--- src/rtl/draw_scheduler.sv ---
// Shares one rectangle-draw engine among NUM_REQ requesters: arbitrate, latch, load, draw, acknowledge.
// Optional ROUND_ROBIN_EN selects round-robin arbitration; the default is fixed lowest-index priority.
module draw_scheduler #(
    parameter int NUM_REQ = 4,
    parameter int TIMEOUT = 1100
) (
    input  logic                 clk,
    input  logic                 reset,
    input  logic [NUM_REQ-1:0]   req,
    input  logic [8*NUM_REQ-1:0] req_x,
    input  logic [7*NUM_REQ-1:0] req_y,
    input  logic [5*NUM_REQ-1:0] req_w,
    input  logic [5*NUM_REQ-1:0] req_h,
    input  logic [3*NUM_REQ-1:0] req_c,
    output logic [NUM_REQ-1:0]   ack,
    output logic                 err,
    output logic                 busy,
    output logic [7:0]           eng_x,
    output logic [6:0]           eng_y,
    output logic [4:0]           eng_w,
    output logic [4:0]           eng_h,
    output logic [2:0]           eng_c,
    output logic                 eng_enable,
    output logic                 eng_reset_n,
    input  logic                 eng_done,
    output logic                 plot
);

    localparam int IW = (NUM_REQ > 1) ? $clog2(NUM_REQ) : 1;
    localparam int CW = $clog2(TIMEOUT);
    localparam logic [NUM_REQ-1:0] ONE_HOT0 = NUM_REQ'(1);

    typedef enum logic [1:0] {S_IDLE, S_LOAD, S_DRAW, S_ACK} state_t;

    state_t             state_q;
    logic [IW-1:0]      grant_q;
    logic [CW-1:0]      cnt_q;
    logic [NUM_REQ-1:0] ack_q;
    logic               err_q, busy_q, enable_q, plot_q, eng_rst_n_q;
    logic [7:0]         eng_x_q;
    logic [6:0]         eng_y_q;
    logic [4:0]         eng_w_q, eng_h_q;
    logic [2:0]         eng_c_q;
`ifdef ROUND_ROBIN_EN
    logic [IW-1:0]      rr_q;
`endif

    logic               any_req_d;
    logic [IW-1:0]      grant_d;
    logic [7:0]         sel_x_d;
    logic [6:0]         sel_y_d;
    logic [4:0]         sel_w_d, sel_h_d;
    logic [2:0]         sel_c_d;

    // Search order starts at the rr pointer (round robin) or at index 0 (fixed priority).
    always_comb begin
        int idx;
        idx       = 0;
        any_req_d = 1'b0;
        grant_d   = '0;
        sel_x_d   = '0;
        sel_y_d   = '0;
        sel_w_d   = '0;
        sel_h_d   = '0;
        sel_c_d   = '0;
        for (int i = 0; i < NUM_REQ; i++) begin
`ifdef ROUND_ROBIN_EN
            idx = (int'(rr_q) + i) % NUM_REQ;
`else
            idx = i;
`endif
            if (!any_req_d && req[idx]) begin
                any_req_d = 1'b1;
                grant_d   = IW'(idx);
            end
        end
        for (int i = 0; i < NUM_REQ; i++) begin
            if (grant_d == IW'(i)) begin
                sel_x_d = req_x[8*i +: 8];
                sel_y_d = req_y[7*i +: 7];
                sel_w_d = req_w[5*i +: 5];
                sel_h_d = req_h[5*i +: 5];
                sel_c_d = req_c[3*i +: 3];
            end
        end
    end

    always_ff @(posedge clk) begin
        if (!reset) begin
            state_q     <= S_IDLE;
            grant_q     <= '0;
            cnt_q       <= '0;
            ack_q       <= '0;
            err_q       <= 1'b0;
            busy_q      <= 1'b0;
            enable_q    <= 1'b0;
            plot_q      <= 1'b0;
            eng_rst_n_q <= 1'b0;
            eng_x_q     <= '0;
            eng_y_q     <= '0;
            eng_w_q     <= '0;
            eng_h_q     <= '0;
            eng_c_q     <= '0;
`ifdef ROUND_ROBIN_EN
            rr_q        <= '0;
`endif
        end else begin
            case (state_q)
                S_IDLE: begin
                    if (any_req_d) begin
                        state_q <= S_LOAD;
                        busy_q  <= 1'b1;
                        grant_q <= grant_d;
                        eng_x_q <= sel_x_d;
                        eng_y_q <= sel_y_d;
                        eng_w_q <= sel_w_d;
                        eng_h_q <= sel_h_d;
                        eng_c_q <= sel_c_d;
                    end
                end
                S_LOAD: begin
                    state_q     <= S_DRAW;
                    eng_rst_n_q <= 1'b1;
                    enable_q    <= 1'b1;
                    plot_q      <= 1'b1;
                end
                S_DRAW: begin
                    cnt_q <= cnt_q + 1'b1;
                    if (eng_done || cnt_q == CW'(TIMEOUT - 1)) begin
                        state_q     <= S_ACK;
                        eng_rst_n_q <= 1'b0;
                        enable_q    <= 1'b0;
                        plot_q      <= 1'b0;
                        ack_q       <= ONE_HOT0 << grant_q;
                        err_q       <= ~eng_done;
                    end
                end
                S_ACK: begin
                    state_q <= S_IDLE;
                    ack_q   <= '0;
                    err_q   <= 1'b0;
                    cnt_q   <= '0;
                    busy_q  <= 1'b0;
`ifdef ROUND_ROBIN_EN
                    rr_q    <= (grant_q == IW'(NUM_REQ - 1)) ? '0 : grant_q + 1'b1;
`endif
                end
                default: state_q <= S_IDLE;
            endcase
        end
    end

    // NOTE: done gates enable/plot combinationally so the engine stops in the very cycle it finishes;
    // the registered copies only drop at the following edge.
    assign eng_enable  = enable_q & ~eng_done;
    assign plot        = plot_q & ~eng_done;
    assign eng_reset_n = eng_rst_n_q;
    assign ack         = ack_q;
    assign err         = err_q;
    assign busy        = busy_q;
    assign eng_x       = eng_x_q;
    assign eng_y       = eng_y_q;
    assign eng_w       = eng_w_q;
    assign eng_h       = eng_h_q;
    assign eng_c       = eng_c_q;

endmodule

--- config.mk ---
export PLATFORM = sky130hd
export DESIGN_NAME = draw_scheduler
export DESIGN_NICKNAME = d
export VERILOG_FILES = /design/src/rtl/draw_scheduler.sv
export SDC_FILE = /design/constraint.sdc
export NUM_CORES = 1
export LEC_CHECK = 0
export CAP_MARGIN = 25
export CORE_MARGIN = 1
export CORE_UTILIZATION = 41
export DETAILED_ROUTE_END_ITERATION = 10
export PLACE_DENSITY = 0.87
export SYNTH_ARGS = -nofsm -noshare
export SYNTH_HDL_FRONTEND = slang
export SYNTH_SLANG_ARGS = --single-unit
--- constraint.sdc ---
create_clock -name clk -period 2.25 [get_ports clk]
set_input_delay 0.3375 -clock clk [delete_from_list [all_inputs] [get_ports clk]]
set_output_delay 0.3375 -clock clk [all_outputs]
set_load 0.01 [all_outputs]
---- After elaboration in Yosys (flattened, before gate mapping) ----
Index checks and enable logic that the tools add are counted.
word-level totals
  bits of input ports ..................... 119
  output and inout port bits .............. 37
  word-level logic and storage cells ...... 81
  register bits ........................... 50
cells by class
  mux-type cells .......................... 39
  equality and inequality tests ........... 9
  reductions and logical operators ........ 17
  shifts and indexed selects .............. 1
  bitwise operators ....................... 2
  add/subtract/negate cells ............... 1
operators by type and width
  kind                     count
  $mux W5                  8
  $mux W8                  4
  $mux W7                  4
  $pmux W11 S2             1
  $mux W3                  4
  $add A11 B1 Y11 const B  1
  $eq A11 B11 Y1 const B   1
  $reduce_and A2 Y1        5
  $eq A2 B2 Y1 const B     4
  $mux W1                  8
  $mux W2                  4
  $pmux W2 S4              1
  $pmux W4 S2              1
  $pmux W1 S2              3
  $reduce_bool A2 Y1       3
  $eq A2 B1 Y1 const B     2
  $logic_not A2 Y1         2
  $mux W4                  1
  $ne A2 B2 Y1 const B     2
  $shl A1 B2 Y4 const A    1
  $logic_and A1 B1 Y1      3
  $logic_not A1 Y1         3
  $and A1 B1 Y1            1
  $logic_or A1 B1 Y1       1
  $not A1 Y1               1

---- Longest topological paths before layout ----
Gate-level depths: netlist (run 1).
  depth after elaboration ................. 15
  mapped depth ............................ 7
  gate-level depth less buffers ........... 6

---- Worst setup path before layout (run 1) ----
OpenSTA, ideal clock, no wires.
  kind .................................... reg-to-reg
  start ................................... reg cnt_q[0]
  end ..................................... reg ack_q[0] (netlist: ack[0])
  clock period less this slack ............ 1510 ps
  data arrival time ....................... 1370 ps
  path buffers ............................ 0
  library setup time ...................... 140 ps
  data required time ...................... 2110 ps
  path slack .............................. 740 ps
  stages on the path, launching flop included .. 6
  path through ............................ dfxtp_1 -> ha_1 -> nor4b_4 -> a31oi_1 -> o21ai_0 -> o32ai_1
on the way
  word-level cells in the longest chain between the ends .. 4
RTL lines
  element                      RTL line  text
  start: declaration           37        logic [CW-1:0] cnt_q;
  start signal: assignment     128       cnt_q <= cnt_q + 1'b1;
  $eq A11 B11 Y1               129       if (eng_done || cnt_q == CW'(TIMEOUT - 1)) begin
  $logic_or A1 B1 Y1           129
  $ne A2 B2 Y1 (no line)       n/a
  $reduce_and A2 Y1 (no line)  n/a
  end signal: assignment       134       ack_q <= ONE_HOT0 << grant_q;
  end: declaration             38        logic [NUM_REQ-1:0] ack_q;
No other way between the ends.
A chain may end at the register's enable or synchronous reset.

---- Worst setup path after layout (run 1) ----
  start ................................... in req[1]
  end ..................................... reg eng_w_q[3] (netlist: eng_w[3])
on the way
  word-level cells in the longest chain between the ends .. 13
  elaborated cells between the ends (all ways) .. 20
  those cells by class .................... 3 x eq/ne; 10 x mux; 7 x reduce/logical
RTL lines
  element                 RTL line  text
  start: declaration      9         input logic [NUM_REQ-1:0] req,
  $logic_and A1 B1 Y1 *   72        if (!any_req_d && req[idx]) begin
  $mux W1                 72
  $logic_not A1 Y1        72
  $logic_and A1 B1 Y1     72
  $mux W1                 72
  $logic_not A1 Y1        72
  $logic_and A1 B1 Y1     72
  $mux W2                 72
  $logic_not A2 Y1        78        if (grant_d == IW'(i)) begin
  $mux W5 (4 in a row)    78
  end signal: assignment  116       eng_w_q <= sel_w_d;
  end: declaration        42        logic [4:0] eng_w_q, eng_h_q;
Every way passes the cells marked *; elsewhere a longest branch is shown, timed or not.

==> impl_metrics.ini, run 1 <==
[run_status]
outcome = complete, no violations

[cts]
clk_pin_slew_ns = 0.09
clock-sinks = 50
worst_skew_pair.late_latency_ns = 0.30
cts_buffers = 5
cts_resized = 0
clockBufferDepth = 2
cts_tree = yes
root_buffer = clkbuf_8
hold_buffers = 0
post_cts_buffers = 0
h-tree-depth = 2

[worst_setup_path]
reg2reg_depth = 5
slowest_stage = and2_1
cp-start-kind = input port
worstPathArrival_ns = 2.30
reg2reg_from = state_q[0]
crit_path_end_kind = flop
crit_required_ns = 2.48
crit_fanout = 21
cp_num_buf_inv = 2
r2r_slack_ns = 0.26
r2r_end = eng_h[4]
criticalPathCategory = in2reg
critical_path.top_delay_family = simple AND/OR/NAND/NOR gates
crit_path_cell_trace = clkdlybuf4s50_1 > buf_4 > nor2_1 > and2_1 > a222oi_1 > a21oi_1
crit_path_max_incr_delay_ns = 0.72

[grt]
grt_pass1_wl_um = 13600
grt_antenna_before_repair = 0
grt_remaining_overflow = 0
grt_pass1_vias = 3021
grt_usage = 0.2607
grt_max_degree = 30

[layout]
layout.nets = 586
final_layout_size_suffix_gt1_frac = 0.05832
final_cell_mix = 155 x clkdlybuf4s50_1, 52 x a21oi_1, 50 x dfxtp_1
syn_to_final_growth_pct = 64.91
final_common_cell = clkdlybuf4s50_1
n_antenna_cell = 0
instances_no_fill = 538

[synth]
yosysTopAreaCellShare = 0.3804
async_flop_share = 0
synth_edf_count = 0
syn_nets = 438
synth_area_leaders = dfxtp_1 38%, a21oi_1 9.9%, a222oi_1 7.6%
ys_warn_count = 0
avgSynthCellArea_um2 = 8.380
ys_ff_latch = 50
synth_ff_type = dfxtp_1
yosysTopAreaCell = dfxtp_1
netlist_area_mm2 = 0.002631
ys_seq_area_frac = 0.3804
synth_cells = 314
ys_types = 38

[sta]
setup_viol = 0
finalClockSkew_ns = 0.006782
fin_crit_ns = 2.067
final.period_utilization = 0.9188
finalSetupTns_ns = 0
hold_violations = 0
fmax_ghz = 0.4837
final_max_slew_viol_count = 0
rsz0062_at_grt = no
slew_headroom = 0.3003
worst_pin_slew_ns = 1.045

[drt]
vias = 3095
vias_per_cell = 5.753
drt_iter0_markers = 155
drtAntennaViolNets = 0
drcViolationCount = 0
drt-wirelength-per-cell_um = 16.55
dr.pass1.iters = 7
wl_um = 8902

[placed_design]
dp.cells = 530
dpl.hpwl_um = 6608
io_buffers = 155
routabilityCongestion = 0.8011

[floorplan]
start_util = 0.4341
die_area_mm2 = 0.006742
die_x_um = 82.11
ios = 156
rows = 28
die_h_um = 82.11
core_mm2 = 0.006061

[pwr]
peakVddDrop_mv = 0.5853
powerDensity_mw_per_mm2 = 803.0
total_power_mw = 3.485
leakage_nw = 1.600

[hold_path]
hp-start = ack[3]
holdPathStages = 2
hold_path.class = reg2reg
hold_end = ack[3]

[run]
cap_violations = 0
-- how the worst max path moves through the flow --
stage                     cells past startpoint        to  slack, ns      from
after detailed placement                      5  eng_h[4]      -0.11    req[0]
final                                         6  eng_w[3]       0.18    req[1]
after floorplan                               5    ack[0]       0.74  cnt_q[0]
after global placement                        5  eng_x[5]      -0.06    req[0]
after CTS                                     5  eng_h[4]       0.20    req[0]
after global routing                          5  eng_y[1]       0.01    req[0]
-- per-layer routing --
metal | global-route usage | share of wire | vias up
met5 | 0 | 0 | -
met3 | 0.05824 | 0.075 | 16
li1 | - | - | 1477
met4 | 0.1175 | 0.022 | 0
met1 | 0.2967 | 0.40 | 1440
met2 | 0.4620 | 0.51 | 162
-- where the power goes --
part           internal (mW)  switching (mW)  total (mW)
clock                  0.249           0.300       0.549
sequential              1.13           0.147        1.27
combinational          0.870           0.794        1.66
total                   2.24            1.24        3.48
-- flip-flops by register name, summed over array words and instances, names as in the netlist --
register,flops
state_q,2
ack,4
err,1
eng_y,7
eng_x,8
eng_reset_n,1
grant_q,2
eng_w,5
busy,1
cnt_q,11
eng_h,5
eng_c,3
-- cell usage after synthesis (2+ instances only) --
master    number
a21oi_1       52
o311a_1        2
a222oi_1      20
xnor2_1        3
nand4_1        6
nand3_1        9
o22ai_1        2
mux2i_1        2
clkbuf_1      14
and2_1         3
o21ai_0       29
dfxtp_1       50
xor2_1         4
o21ai_1        8
nor2b_1        7
a211o_1        8
nor2_1        13
or3_1          3
buf_4          2
ha_1           5
a21boi_0       2
o211ai_1       8
o32ai_1        2
buf_2          8
nor3_1         2
a31oi_1        2
a22oi_1        8
nand2b_1       2
buf_6          3
inv_1         16
nand2_1       12
-- area by class of cell --
cell class,count,area (um^2)
Clock inverter,1,5.005
Tap cell,75,93.84
Sequential cell,50,1001
Fill cell,469,1722
Multi-Input combinational cell,221,1431
Clock buffer,7,86.33
Inverter,16,60.06
Timing Repair Buffer,168,1662
-- tightest hold or removal path, cell delays in order (launching register included) --
cell and delay (ns):
dfxtp_1 0.32, inv_1 0.05, o22ai_1 0.05
-- cell families (layout without fill, tap and decap cells) --
family | after synthesis | after routing | share of synthesized area
buffers and inverters | 43 | 192 | 0.07656
adders and majority gates | 5 | 5 | 0.02378
muxes | 2 | 2 | 0.007608
AOI/OAI and AO/OA | 145 | 145 | 0.3576
and+or+nand+nor | 62 | 62 | 0.1308
DFF | 50 | 50 | 0.3804
xor gates and xnor gates | 7 | 7 | 0.02330
-- through the flow --
stage / cell area [um^2] / util / setup WS, ns / hold slack, ns
floorplan: 2631 / - / 0.7398 / 0.4541
global placement: 4248 / 0.7009 / -0.05509 / 0.4460
detailed placement: 4248 / 0.7009 / -0.1084 / 0.4473
CTS: 4339 / 0.7159 / 0.2026 / 0.4602
global route: 4339 / 0.7159 / 0.01318 / 0.4799
finish: 4339 / 0.7159 / 0.1826 / 0.4602
Note: power is estimated with default switching activity, not from simulation.
==> run 2: changes to the inputs <==
CORE_MARGIN = 2   (was 1)
GPL_ROUTABILITY_DRIVEN = 1   (was not set)
==> run 2 against run 1 <==
Setup slack lost 0.0080 ns. Via count shrank 1.4%. Critical path type unchanged. Final area grew 1.0%. Utilization shrank 1.8 points. Hold slack is essentially flat. Fmax shrank 0.38%. Largest power group unchanged.
==> impl_metrics.ini, run 2 (synthesis gave the netlist of run 1 again) <==
[grt]
grt_remaining_overflow = 0
grt_usage = 0.2493
grt_max_degree = 36
grt_pass1_vias = 3115
grt_antenna_before_repair = 0
grt_pass1_wl_um = 14570

[worst_setup_path]
crit_fanout = 21
crit_path_max_incr_delay_ns = 0.70
worstPathArrival_ns = 2.31
critical_path.top_delay_family = simple AND/OR/NAND/NOR gates
cp-start-kind = input port
crit_path_end_kind = flop
criticalPathCategory = in2reg
cp_num_buf_inv = 2
crit_required_ns = 2.48
slowest_stage = and2_1
crit_path_cell_trace = clkdlybuf4s50_1 > buf_4 > nor2_1 > and2_1 > a222oi_1 > a21oi_1

[floorplan]
die_h_um = 84.11
rows = 29
die_area_mm2 = 0.007074
core_mm2 = 0.006277
die_x_um = 84.11
ios = 156
start_util = 0.4192

[layout]
final_layout_size_suffix_gt1_frac = 0.06263
final_common_cell = clkdlybuf4s50_1
largest_register_ffs = 11
syn_to_final_growth_pct = 66.57
final_core_utilization = 0.6982
final_cell_mix = 155 x clkdlybuf4s50_1, 52 x a21oi_1, 50 x dfxtp_1
fillers = 498
layout.nets = 586
n_antenna_cell = 0
regMostFlops = cnt_q

[cts]
cts_tree = yes
cts_buffers = 5
clk_pin_slew_ns = 0.09
clock-sinks = 50
worst_skew_pair.late_latency_ns = 0.30
post_cts_buffers = 0
hold_buffers = 0
h-tree-depth = 2
root_buffer = clkbuf_8
cts_resized = 0
clockBufferDepth = 2

[drt]
dr.pass1.iters = 5
drt_iter0_markers = 178
wl_um = 8967
vias_per_cell = 5.654
drtAntennaViolNets = 0
drcViolationCount = 0
drt-wirelength-per-cell_um = 16.61
vias = 3053

[placed_design]
dpl.hpwl_um = 6665
routabilityCongestion = 0.8786
io_buffers = 155

[sta]
worst_pin_slew_ns = 0.8455
final.period_utilization = 0.9224
fin_crit_ns = 2.075
finalClockSkew_ns = 0.007023
final_max_slew_viol_count = 0
setup_viol = 0
slew_headroom = 0.4364
fmax_ghz = 0.4818
rsz0062_at_grt = no
hold_violations = 0

[pwr]
total_power_mw = 3.607
peakVddDrop_mv = 0.5011
leakage_nw = 1.618
powerDensity_mw_per_mm2 = 823.0

[run]
cap_violations = 0

[hold_path]
hold_path.class = reg2reg

[run_status]
outcome = complete, no violations
## run 2: changes by cell type in the layout (fill, tap and decap cells not counted), sizes merged
cell | previous run | this run
clkbuf | 7 | 8
clkinv | 1 | 0
## run 2: metal layers
metal / up-vias / share of wire / GRT usage
li1: 1482 / - / -
met1: 1403 / 0.40 / 0.2976
met2: 148 / 0.50 / 0.4315
met3: 20 / 0.080 / 0.07913
met4: 0 / 0.018 / 0.06745
met5: - / 0 / 0
## run 2: power breakdown
group,leakage (nW),total [mW],switching [mW],internal [mW]
Clock,0.0575,0.611,0.300,0.311
Sequential,0.411,1.27,0.143,1.13
Combinational,1.15,1.73,0.815,0.913
Total,1.62,3.61,1.26,2.35
## run 2: final timing paths
kind / start / end / slack (ns) / depth (start not counted)
worst max-delay path: req[1] / eng_c[0] / 0.17 / 6
worst min-delay path: eng_y[6] / eng_y[6] / 0.46 / 2
worst max register to register: state_q[0] / cnt_q[9] / 0.35 / 6
worst min register to register: eng_y[6] / eng_y[6] / 0.46 / 2
## run 2: per-stage QoR
stage | area [um^2] | cells | setup slack [ns] | TNS [ns] | hold slack, ns
global route | 4383 | 540 | 0.006843 | 0 | 0.4836
finish | 4383 | 540 | 0.1746 | 0 | 0.4603
detailed placement | 4258 | 531 | -0.1117 | -1.421 | 0.4505
CTS | 4368 | 539 | 0.1922 | 0 | 0.4632
global placement | 4258 | 531 | -0.06181 | -0.08082 | 0.4464
floorplan | 2631 | 314 | 0.7398 | 0 | 0.4541
## run 2: cell type report
type	instances	area, um^2	share of cell area
timing repair buffer	168	1682	0.3837
multi-input combinational	221	1434	0.3271
sequential	50	1001	0.2284
clock buffer	8	110.1	0.02512
tap	77	96.34	0.02198
inverter	16	60.06	0.01370
## run 2: worst register-to-register path: stages (launching register included)
cell,delay [ns]
dfxtp_1,0.33
inv_1,0.13
ha_1,0.45
nand4_1,0.32
nor3_1,0.34
xnor2_1,0.17
nor2_1,0.05
==> run 3: changes to the inputs <==
MAX_ROUTING_LAYER = met4   (was not set)
==> run 3 against run 2 <==
Fmax rose by 0.49%. Sequential share of layout area did not move. Utilization did not move. Total power barely moved. Largest cell class unchanged. Setup slack improved by 0.010 ns. Wire length barely moved.
==> impl_metrics.ini, run 3 (synthesis gave the netlist of run 1 again) <==
[run_status]
outcome = complete, no violations

[floorplan]
die_area_mm2 = 0.007074
die_x_um = 84.11
die_h_um = 84.11
rows = 29
core_mm2 = 0.006277
ios = 156
start_util = 0.4192

[pwr]
p_int_mw = 2.350
p_switching_mw = 1.255
leakage_nw = 1.618
seqPwrFrac = 0.352
peakVddDrop_mv = 0.5030
powerDensity_mw_per_mm2 = 822.6
total_power_mw = 3.605
netSwitchingFraction = 0.3482
comb_power_share = 0.478
clkPwrFrac = 0.170

[sta]
layout_setup_ws_ns = 0.1847
slew_headroom = 0.4527
finalSetupTns_ns = 0
finalClockSkew_ns = 0.005903
rsz0062_at_grt = no
hold_violations = 0
fmax_ghz = 0.4842
fin_crit_ns = 2.065
worst_pin_slew_ns = 0.8209
setup_viol = 0
final_max_slew_viol_count = 0
hold_ws_ns = 0.4590
final.period_utilization = 0.9179

[layout]
final_area_mm2 = 0.004383
instances_no_fill = 540
fillers = 498
n_antenna_cell = 0
final_cell_mix = 155 x clkdlybuf4s50_1, 52 x a21oi_1, 50 x dfxtp_1
final_common_cell = clkdlybuf4s50_1
register_area_mm2 = 0.001001
final_core_utilization = 0.6982
regMostFlops = cnt_q
layout.nets = 586
multi_input_area_mm2 = 0.001434
largest_register_ffs = 11
syn_to_final_growth_pct = 66.57
final_layout_size_suffix_gt1_frac = 0.06263

[cts]
cts_resized = 0
h-tree-depth = 2
clk_pin_slew_ns = 0.09
post_cts_buffers = 0
clock-sinks = 50
root_buffer = clkbuf_8
cts_tree = yes
hold_buffers = 0
cts_buffers = 5
clockBufferDepth = 2
worst_skew_pair.late_latency_ns = 0.30

[hold_path]
hold_path.class = reg2reg
holdPathStages = 2
hp-start = eng_y[6]
hold_end = eng_y[6]

[drt]
dr.pass1.iters = 7
wl_um = 8972
vias_per_cell = 5.620
drtAntennaViolNets = 0
drt-wirelength-per-cell_um = 16.61
drcViolationCount = 0
drt_iter0_markers = 190
vias = 3035

[worst_setup_path]
worstPathArrival_ns = 2.28
crit_path_end_kind = flop
crit_fanout = 21
r2r_slack_ns = 0.35
cp-start-kind = input port
crit_path_cell_trace = clkdlybuf4s50_1 > buf_4 > nor2_1 > and2_1 > a222oi_1 > a21oi_1
criticalPathCategory = in2reg
crit_required_ns = 2.47
reg2reg_depth = 6
crit_path_max_incr_delay_ns = 0.68
reg2reg_from = state_q[0]
slowest_stage = and2_1
r2r_end = cnt_q[9]

[placed_design]
io_buffers = 155
dp.cells = 531
post_dp_cell_area_mm2 = 0.004258
pre_cts_ws_ns = -0.1117
dpl.hpwl_um = 6665
routabilityCongestion = 0.8931

[grt]
grt_pass1_wl_um = 14550
grt_pass1_vias = 3123
grt_remaining_overflow = 0
grt_antenna_before_repair = 0
grt_usage = 0.2566
grt_max_degree = 36

[run]
cap_violations = 0
[run 3: cell counts in the layout (fill, tap and decap cells not counted)]
Identical to the previous run, type by type.
[run 3: power groups by stage]
stage	combinational [mW]	clock (mW)	sequential, mW
finish	1.72	0.611	1.27
detailed placement	1.68	0	1.28
floorplan	0.734	0	1.35
CTS	1.69	0.619	1.27
global route	1.88	0.660	1.30
global placement	1.64	0	1.27
[run 3: per-layer routing]
layer	track usage	up-vias	share of wire
met1	0.3079	1406	0.41
met4	0.06745	0	0.017
met3	0.05737	16	0.060
met2	0.4343	130	0.51
met5	-	-	0
li1	-	1483	-
[run 3: area by class of cell]
cell class | count | share of cell area
Tap cell | 77 | 0.02198
Sequential cell | 50 | 0.2284
Multi-Input combinational cell | 221 | 0.3271
Clock buffer | 8 | 0.02512
Inverter | 16 | 0.01370
Timing Repair Buffer | 168 | 0.3837
[run 3: worst max-delay path by stage]
stage / startpoint / to / slack [ns] / cells after the start
2_1_floorplan: cnt_q[0] / ack[0] / 0.74 / 5
3_3_place_gp: req[1] / eng_c[0] / -0.06 / 6
3_5_place_dp: req[1] / eng_c[0] / -0.11 / 6
4_1_cts: state_q[0] / eng_y[1] / 0.19 / 5
5_1_grt: req[1] / eng_c[0] / 0.007 / 6
6_report: req[1] / eng_y[1] / 0.18 / 6
[run 3: critical path, delay by kind of cell]
family	cells	cell delay, ns
AO/OA/AOI/OAI	2	0.46
AND/OR/NAND/NOR	2	0.81
buffers and inverters	2	0.66
